### src/rtl/isa_types.sv
// Shared ISA-level types for the data-memory path.
//   - funct3 width codes for loads and stores
//   - lsu_state_t: load/store unit FSM states
//   - lsu_width_t: decoded access width
//   - decode_width / is_misaligned helpers
package isa_types;

    // Load funct3 codes
    localparam logic [2:0] FUNCT3_LB  = 3'b000;
    localparam logic [2:0] FUNCT3_LH  = 3'b001;
    localparam logic [2:0] FUNCT3_LW  = 3'b010;
    localparam logic [2:0] FUNCT3_LBU = 3'b100;
    localparam logic [2:0] FUNCT3_LHU = 3'b101;
    // Store funct3 codes
    localparam logic [2:0] FUNCT3_SB  = 3'b000;
    localparam logic [2:0] FUNCT3_SH  = 3'b001;
    localparam logic [2:0] FUNCT3_SW  = 3'b010;

    typedef enum logic [1:0] {
        LSU_IDLE   = 2'd0,
        LSU_ACCESS = 2'd1,
        LSU_DONE   = 2'd2,
        LSU_FAULT  = 2'd3
    } lsu_state_t;

    typedef enum logic [1:0] {
        WID_BYTE = 2'd0,
        WID_HALF = 2'd1,
        WID_WORD = 2'd2,
        WID_INV  = 2'd3
    } lsu_width_t;

    // Signed and unsigned loads share a width; extension happens in execute.
    function automatic lsu_width_t decode_width(input logic is_store, input logic [2:0] f3);
        lsu_width_t w;
        w = WID_INV;
        if (is_store) begin
            case (f3)
                FUNCT3_SB: w = WID_BYTE;
                FUNCT3_SH: w = WID_HALF;
                FUNCT3_SW: w = WID_WORD;
                default:   w = WID_INV;
            endcase
        end else begin
            case (f3)
                FUNCT3_LB, FUNCT3_LBU: w = WID_BYTE;
                FUNCT3_LH, FUNCT3_LHU: w = WID_HALF;
                FUNCT3_LW:             w = WID_WORD;
                default:               w = WID_INV;
            endcase
        end
        return w;
    endfunction

    // An invalid width is reported through the same fault path as misalignment.
    function automatic logic is_misaligned(input lsu_width_t w, input logic [1:0] off);
        logic m;
        case (w)
            WID_HALF: m = off[0];
            WID_WORD: m = (off != 2'b00);
            WID_INV:  m = 1'b1;
            default:  m = 1'b0;
        endcase
        return m;
    endfunction

endpackage

### src/rtl/lsu_lane_align.sv
// Byte-lane steering between a right-justified operand and a 32-bit word bus.
// Ports:
//   off_i        byte offset within the word (addr[1:0])
//   width_i      decoded access width
//   store_val_i  right-justified store data
//   rdata_i      raw word read from memory
//   be_o         byte enables for the access
//   wdata_o      store data shifted into its lanes
//   rdata_o      read data shifted down and masked to the access width
module lsu_lane_align
    import isa_types::*;
#(
    parameter int XLEN = 32
) (
    input  logic [1:0]      off_i,
    input  lsu_width_t      width_i,
    input  logic [XLEN-1:0] store_val_i,
    input  logic [XLEN-1:0] rdata_i,
    output logic [3:0]      be_o,
    output logic [XLEN-1:0] wdata_o,
    output logic [XLEN-1:0] rdata_o
);

    logic [XLEN-1:0] mask;
    logic [4:0]      shamt;

    assign shamt = {off_i, 3'b000};

    always_comb begin
        be_o = 4'b0000;
        mask = '0;
        case (width_i)
            WID_BYTE: begin
                be_o = 4'b0001 << off_i;
                mask = {{(XLEN-8){1'b0}}, 8'hFF};
            end
            WID_HALF: begin
                be_o = 4'b0011 << off_i;
                mask = {{(XLEN-16){1'b0}}, 16'hFFFF};
            end
            WID_WORD: begin
                be_o = 4'hF;
                mask = '1;
            end
            default: begin
                be_o = 4'b0000;
                mask = '0;
            end
        endcase
    end

    // Store data is shifted unmasked; lanes outside be_o are don't-care to memory.
    assign wdata_o = store_val_i << shamt;
    assign rdata_o = (rdata_i >> shamt) & mask;

endmodule

### src/rtl/load_store_unit.sv
// Sequential data-memory front end: one load or store per transaction,
// word-wide req/ack memory port with byte enables, right-justified load data.
// Optional macro LSU_TIMEOUT_EN: fault an access that sees no mem_ack within
// MAX_WAIT cycles (an ack on the final cycle still completes normally).
// Ports:
//   clk, reset                   clock, synchronous active-high reset
//   req_valid/req_is_store/req_funct3/req_addr/req_store_val   request in
//   busy, done, fault, load_val  status and result to execute
//   mem_req/mem_we/mem_addr/mem_be/mem_wdata                   memory request
//   mem_ack, mem_rdata           memory response
module load_store_unit
    import isa_types::*;
#(
    parameter int XLEN     = 32,
    parameter int MAX_WAIT = 16
) (
    input  logic            clk,
    input  logic            reset,
    input  logic            req_valid,
    input  logic            req_is_store,
    input  logic [2:0]      req_funct3,
    input  logic [XLEN-1:0] req_addr,
    input  logic [XLEN-1:0] req_store_val,
    output logic            busy,
    output logic            done,
    output logic            fault,
    output logic [XLEN-1:0] load_val,
    output logic            mem_req,
    output logic            mem_we,
    output logic [XLEN-1:0] mem_addr,
    output logic [3:0]      mem_be,
    output logic [XLEN-1:0] mem_wdata,
    input  logic            mem_ack,
    input  logic [XLEN-1:0] mem_rdata
);

    if (XLEN != 32 || MAX_WAIT < 1) begin : g_param_check
        $error("load_store_unit: XLEN must be 32 and MAX_WAIT >= 1");
    end

    lsu_state_t      state_q, state_d;
    logic [XLEN-1:0] addr_q, addr_d;
    lsu_width_t      width_q, width_d;
    logic            store_q, store_d;
    logic [XLEN-1:0] sval_q, sval_d;
    logic [XLEN-1:0] load_val_q, load_val_d;

    lsu_width_t      req_width;
    logic            req_misaligned;
    logic            in_access;
    logic            wait_expired;
    logic [3:0]      lane_be;
    logic [XLEN-1:0] lane_wdata;
    logic [XLEN-1:0] lane_rdata;

    assign req_width      = decode_width(req_is_store, req_funct3);
    assign req_misaligned = is_misaligned(req_width, req_addr[1:0]);
    assign in_access      = (state_q == LSU_ACCESS);

    lsu_lane_align #(.XLEN(XLEN)) u_align (
        .off_i       (addr_q[1:0]),
        .width_i     (width_q),
        .store_val_i (sval_q),
        .rdata_i     (mem_rdata),
        .be_o        (lane_be),
        .wdata_o     (lane_wdata),
        .rdata_o     (lane_rdata)
    );

`ifdef LSU_TIMEOUT_EN
    localparam int WAIT_W = $clog2(MAX_WAIT + 1);
    logic [WAIT_W-1:0] wait_q, wait_d;

    // Outside ACCESS the counter sits at zero, so it is clear on every entry.
    always_comb begin
        wait_d = '0;
        if (in_access && !mem_ack) wait_d = wait_q + WAIT_W'(1);
    end

    always_ff @(posedge clk) begin
        if (reset) wait_q <= '0;
        else       wait_q <= wait_d;
    end

    // Expires on the MAX_WAIT-th ACCESS cycle; mem_ack is checked first.
    assign wait_expired = (wait_q == WAIT_W'(MAX_WAIT - 1));
`else
    assign wait_expired = 1'b0;
`endif

    always_comb begin
        state_d    = state_q;
        addr_d     = addr_q;
        width_d    = width_q;
        store_d    = store_q;
        sval_d     = sval_q;
        load_val_d = load_val_q;
        case (state_q)
            LSU_IDLE: begin
                if (req_valid) begin
                    addr_d  = req_addr;
                    width_d = req_width;
                    store_d = req_is_store;
                    sval_d  = req_store_val;
                    state_d = req_misaligned ? LSU_FAULT : LSU_ACCESS;
                end
            end
            LSU_ACCESS: begin
                if (mem_ack) begin
                    if (!store_q) load_val_d = lane_rdata;
                    state_d = LSU_DONE;
                end else if (wait_expired) begin
                    state_d = LSU_FAULT;
                end
            end
            // Requests arriving here are dropped; they are re-sampled in IDLE.
            LSU_DONE:  state_d = LSU_IDLE;
            LSU_FAULT: state_d = LSU_IDLE;
            default:   state_d = LSU_IDLE;
        endcase
    end

    always_ff @(posedge clk) begin
        if (reset) begin
            state_q    <= LSU_IDLE;
            addr_q     <= '0;
            width_q    <= WID_BYTE;
            store_q    <= 1'b0;
            sval_q     <= '0;
            load_val_q <= '0;
        end else begin
            state_q    <= state_d;
            addr_q     <= addr_d;
            width_q    <= width_d;
            store_q    <= store_d;
            sval_q     <= sval_d;
            load_val_q <= load_val_d;
        end
    end

    // Memory-side outputs are gated so the bus is quiet outside ACCESS.
    assign busy      = (state_q != LSU_IDLE);
    assign done      = (state_q == LSU_DONE);
    assign fault     = (state_q == LSU_FAULT);
    assign load_val  = load_val_q;
    assign mem_req   = in_access;
    assign mem_we    = in_access & store_q;
    assign mem_addr  = in_access ? {addr_q[XLEN-1:2], 2'b00} : '0;
    assign mem_be    = in_access ? lane_be : 4'b0000;
    assign mem_wdata = in_access ? lane_wdata : '0;

endmodule

### config.mk
export PLATFORM = sky130hd
export DESIGN_NAME = load_store_unit
export DESIGN_NICKNAME = d
export VERILOG_FILES = /design/src/rtl/isa_types.sv /design/src/rtl/lsu_lane_align.sv /design/src/rtl/load_store_unit.sv
export SDC_FILE = /design/constraint.sdc
export NUM_CORES = 1
export LEC_CHECK = 0
export BUFFER_PORTS_ARGS = -buffer_cell sky130_fd_sc_hd__buf_2
export CAP_MARGIN = 20
export CORE_MARGIN = 2
export CORE_UTILIZATION = 44
export DETAILED_ROUTE_END_ITERATION = 12
export GPL_TIMING_DRIVEN = 0
export PLACE_DENSITY = 0.72
export SETUP_SLACK_MARGIN = 0.2
export SYNTH_ARGS = -nofsm -noshare
export SYNTH_HDL_FRONTEND = slang
export SYNTH_HIERARCHICAL = 1
export SYNTH_SLANG_ARGS = --single-unit
export TNS_END_PERCENT = 30
### constraint.sdc
create_clock -name clk -period 1.4 [get_ports clk]
set_input_delay 0.21 -clock clk [delete_from_list [all_inputs] [get_ports clk]]
set_output_delay 0.21 -clock clk [all_outputs]
set_load 0.05 [all_outputs]
==> flow_metrics.tcl <==
set metrics [dict create \
    critPathArrivalTime_ps 1730 \
    clock.fmax_mhz 514.6 \
    hold_viol 0 \
    fp-row-count 40 \
    synthCells 707 \
    rsz0062_at_grt "yes" \
    syn-cell-area_um2 5303 \
    yosysUniqueCellTypes 40 \
    drtAntennaViolNets 0 \
    synth_ff_type "dfxtp_1" \
    fin_skew_ps 7.217 \
    fin_crit_sh 1.388 \
    max_stage_delay_ps 380 \
    crit_type "register to output pin" \
    hold_buffers 0 \
    async_flop_share 0 \
    wl_per_cell_um 17.67 \
    nets 1062 \
    maxCapViolCount 0 \
    drt_iter0_drc 381 \
    path_delay_family "buffers and inverters" \
    drc_errors 0 \
    final_util 0.7354 \
    antenna_found_initial 0 \
    synth_edf_count 0 \
    vias 5937 \
    grt.total_usage 0.2895 \
    wl_um 19570 \
    place.gp.congestion 0.9432 \
    p_total_mw 8.200 \
    finalWorstSetupSlack_ps -543.2 \
    firstDrtPassIters 5 \
    core_um2 11910 \
    synth_area_per_cell_um2 7.500 \
    clk_pin_slew_worst_paths_ps 70 \
    max-clock-path-buffers 2 \
    grt_pass1_wl_um 29170 \
    critical_path.cell_chain "buf_12 -> buf_12 -> mux2i_2 -> a21oi_1 -> and2_4 -> buf_8" \
    start_util 0.4452 \
    critPathRequiredTime_ps 1190 \
    grt_start_max_net_pins 18 \
    ys_seq_area_frac 0.3813 \
    violations "setup timing" \
    diodes 0 \
    grt_pass1_vias 5785 \
    worst_pin_slew_ps 635.9 \
    root_buffer "clkbuf_16" \
    io_pins 209 \
    slew_violations 0 \
    clk_latency_ps 350 \
    cpMaxStageDelayCell "dfxtp_4" \
    critPathMaxFanout 8 \
    startpoint_type "register" \
    grt_overflow 0 \
    cts_tree "done" \
    ys_ff_latch 101 \
    dp_hpwl_um 12560 \
    cts_max_level 3 \
    status "complete, but fails checks" \
    setup-violations-final 116 \
    p_leak_nw 3.725 \
    die_h_um 113.8 \
    max_slew_margin 0.5761 \
    yosys_warnings 6 \
    cts-buffers-inserted 9 \
    powerDensity_nw_per_um2 936.1 \
    cpMostUsedCell "buf_12" \
    period_needed_ps 1943 \
    vias_per_cell 5.363 \
    io_buffers 205 \
    clock-sinks 101 \
    crit_buf_inv 3 \
    die_area_um2 12950 \
    syn_to_final_growth_pct 65.20 \
    endpoint_kind "output pin" \
    hp-class "input pin to register" \
    ir_drop_mv 0.5885 \
    die_w_um 113.8 \
    layout-drive-gt1-share 0.4698 \
]
[state kept, by name (all words and copies together), names as in the netlist]
name and cells:
width_q 2, sval_q 32, state_q 2, addr_q 32
store_q 1, load_val 32
[layer usage]
metal	track usage	vias to the layer above	share of wire
met5	0	-	0
li1	-	2827	-
met4	0.1504	0	0.041
met3	0.05845	63	0.073
met2	0.4854	279	0.50
met1	0.3523	2768	0.38
[timing repair]
action                                 CTS  global route
gates cloned                             9             1
pin swaps                               35            19
buffers inserted                        16             5
resized for setup                      327           103
endpoints found under the hold margin    0             0
setup endpoints to repair              172           178
[power by group]
part	switching, mW	leakage, nW	internal, mW	total [mW]
Clock	1.14	0.142	1.39	2.53
Sequential	0.143	0.828	3.03	3.18
Combinational	1.35	2.75	1.15	2.50
[cell usage in the layout (no fill, tap or decap), types with 3 or more instances in the layout]
cell type / instances
o22ai_1: 3
mux2i_4: 8
and2_4: 72
a211oi_2: 13
clkbuf_1: 11
o21ai_1: 7
clkbuf_16: 12
dfxtp_4: 5
nand2_2: 5
nor2_1: 13
buf_12: 8
clkbuf_4: 10
mux2i_2: 6
buf_6: 28
buf_2: 129
a21oi_2: 7
nor2b_1: 14
and2_1: 3
a21oi_1: 102
o21ai_2: 5
mux2i_1: 18
nand2_1: 209
dfxtp_1: 95
nor2b_4: 3
and3_1: 8
clkbuf_8: 4
nor2_2: 3
buf_8: 76
buf_16: 3
o22ai_2: 5
buf_4: 24
a211oi_1: 12
[final timing paths]
| path | startpoint | to | slack [ps] | cells past startpoint |
|---|---|---|---|---|
| min reg2reg | load_val[20]$_SDFFE_PP0P_ | load_val[20]$_SDFFE_PP0P_ | 450 | 2 |
| max reg2reg | state_q[1]$_SDFFE_PP0P_ | state_q[1]$_SDFFE_PP0P_ | -180 | 6 |
| max | addr_q[1]$_SDFFE_PP0P_ | mem_wdata[24] | -540 | 6 |
| min | req_addr[9] | addr_q[9]$_SDFFE_PP0P_ | 90 | 3 |
[synth_stat cells (2+ instances only)]
master	instances	area (µm²)
and3_1	8	50.05
buf_6	9	101.4
clkbuf_1	33	123.9
buf_4	5	37.54
ha_1	3	37.54
a21oi_1	109	545.5
a211oi_2	3	37.54
buf_2	11	55.05
a211oi_1	22	165.2
o22ai_1	7	43.79
mux2i_1	32	320.3
and2_1	76	475.5
dfxtp_1	101	2022
inv_1	2	7.510
buf_8	2	30.03
nor2b_1	18	112.6
and2b_1	2	15.01
nor2_1	18	67.56
nand2b_1	2	12.51
o21ai_0	4	20.02
nor3_1	2	10.01
nand2_1	213	799.5
o21ai_1	8	40.04
[worst reg2reg max path, stage by stage, from the launching register on]
cell and delay [ps]:
dfxtp_4 350, buf_6 130, or3b_4 370, buf_6 140, buf_6 140, a211o_1 250
a21oi_1 120
[cell type report]
type                    instances  area, µm²
clock buffers                   9      225.2
repair buffers                235       2102
clock inverters                 7      72.57
flip-flops and latches        101       2042
fillers                       887       3152
inverters                       3      23.77
plain buffers                  62      674.4
well taps                     147      183.9
multi-input cells             543       3436
[metrics by stage]
stage	std cells	setup slack (ps)	area, µm²	setup TNS (ps)	hold slack, ps
floorplan	708	12.82	5533	0	338.4
global placement	1060	-291.4	6743	-20050	438.1
detailed placement	1060	-321.3	6743	-23630	443.4
CTS	1101	-454.9	8381	-29410	81.83
global route	1107	-598.3	8760	-36250	92.32
finish	1107	-543.2	8760	-30170	89.21
[logic make-up after synthesis]
| family | Yosys count | share of synthesized area |
|---|---|---|
| buffers and inverters | 65 | 0.07457 |
| AOI/OAI and AO/OA | 157 | 0.1685 |
| DFF | 101 | 0.3813 |
| muxes | 32 | 0.06041 |
| adders and majority gates | 3 | 0.007080 |
| and+or+nand+nor | 348 | 0.3075 |
| other | 1 | 0.0007072 |
Note: power is estimated with default switching activity, not from simulation.
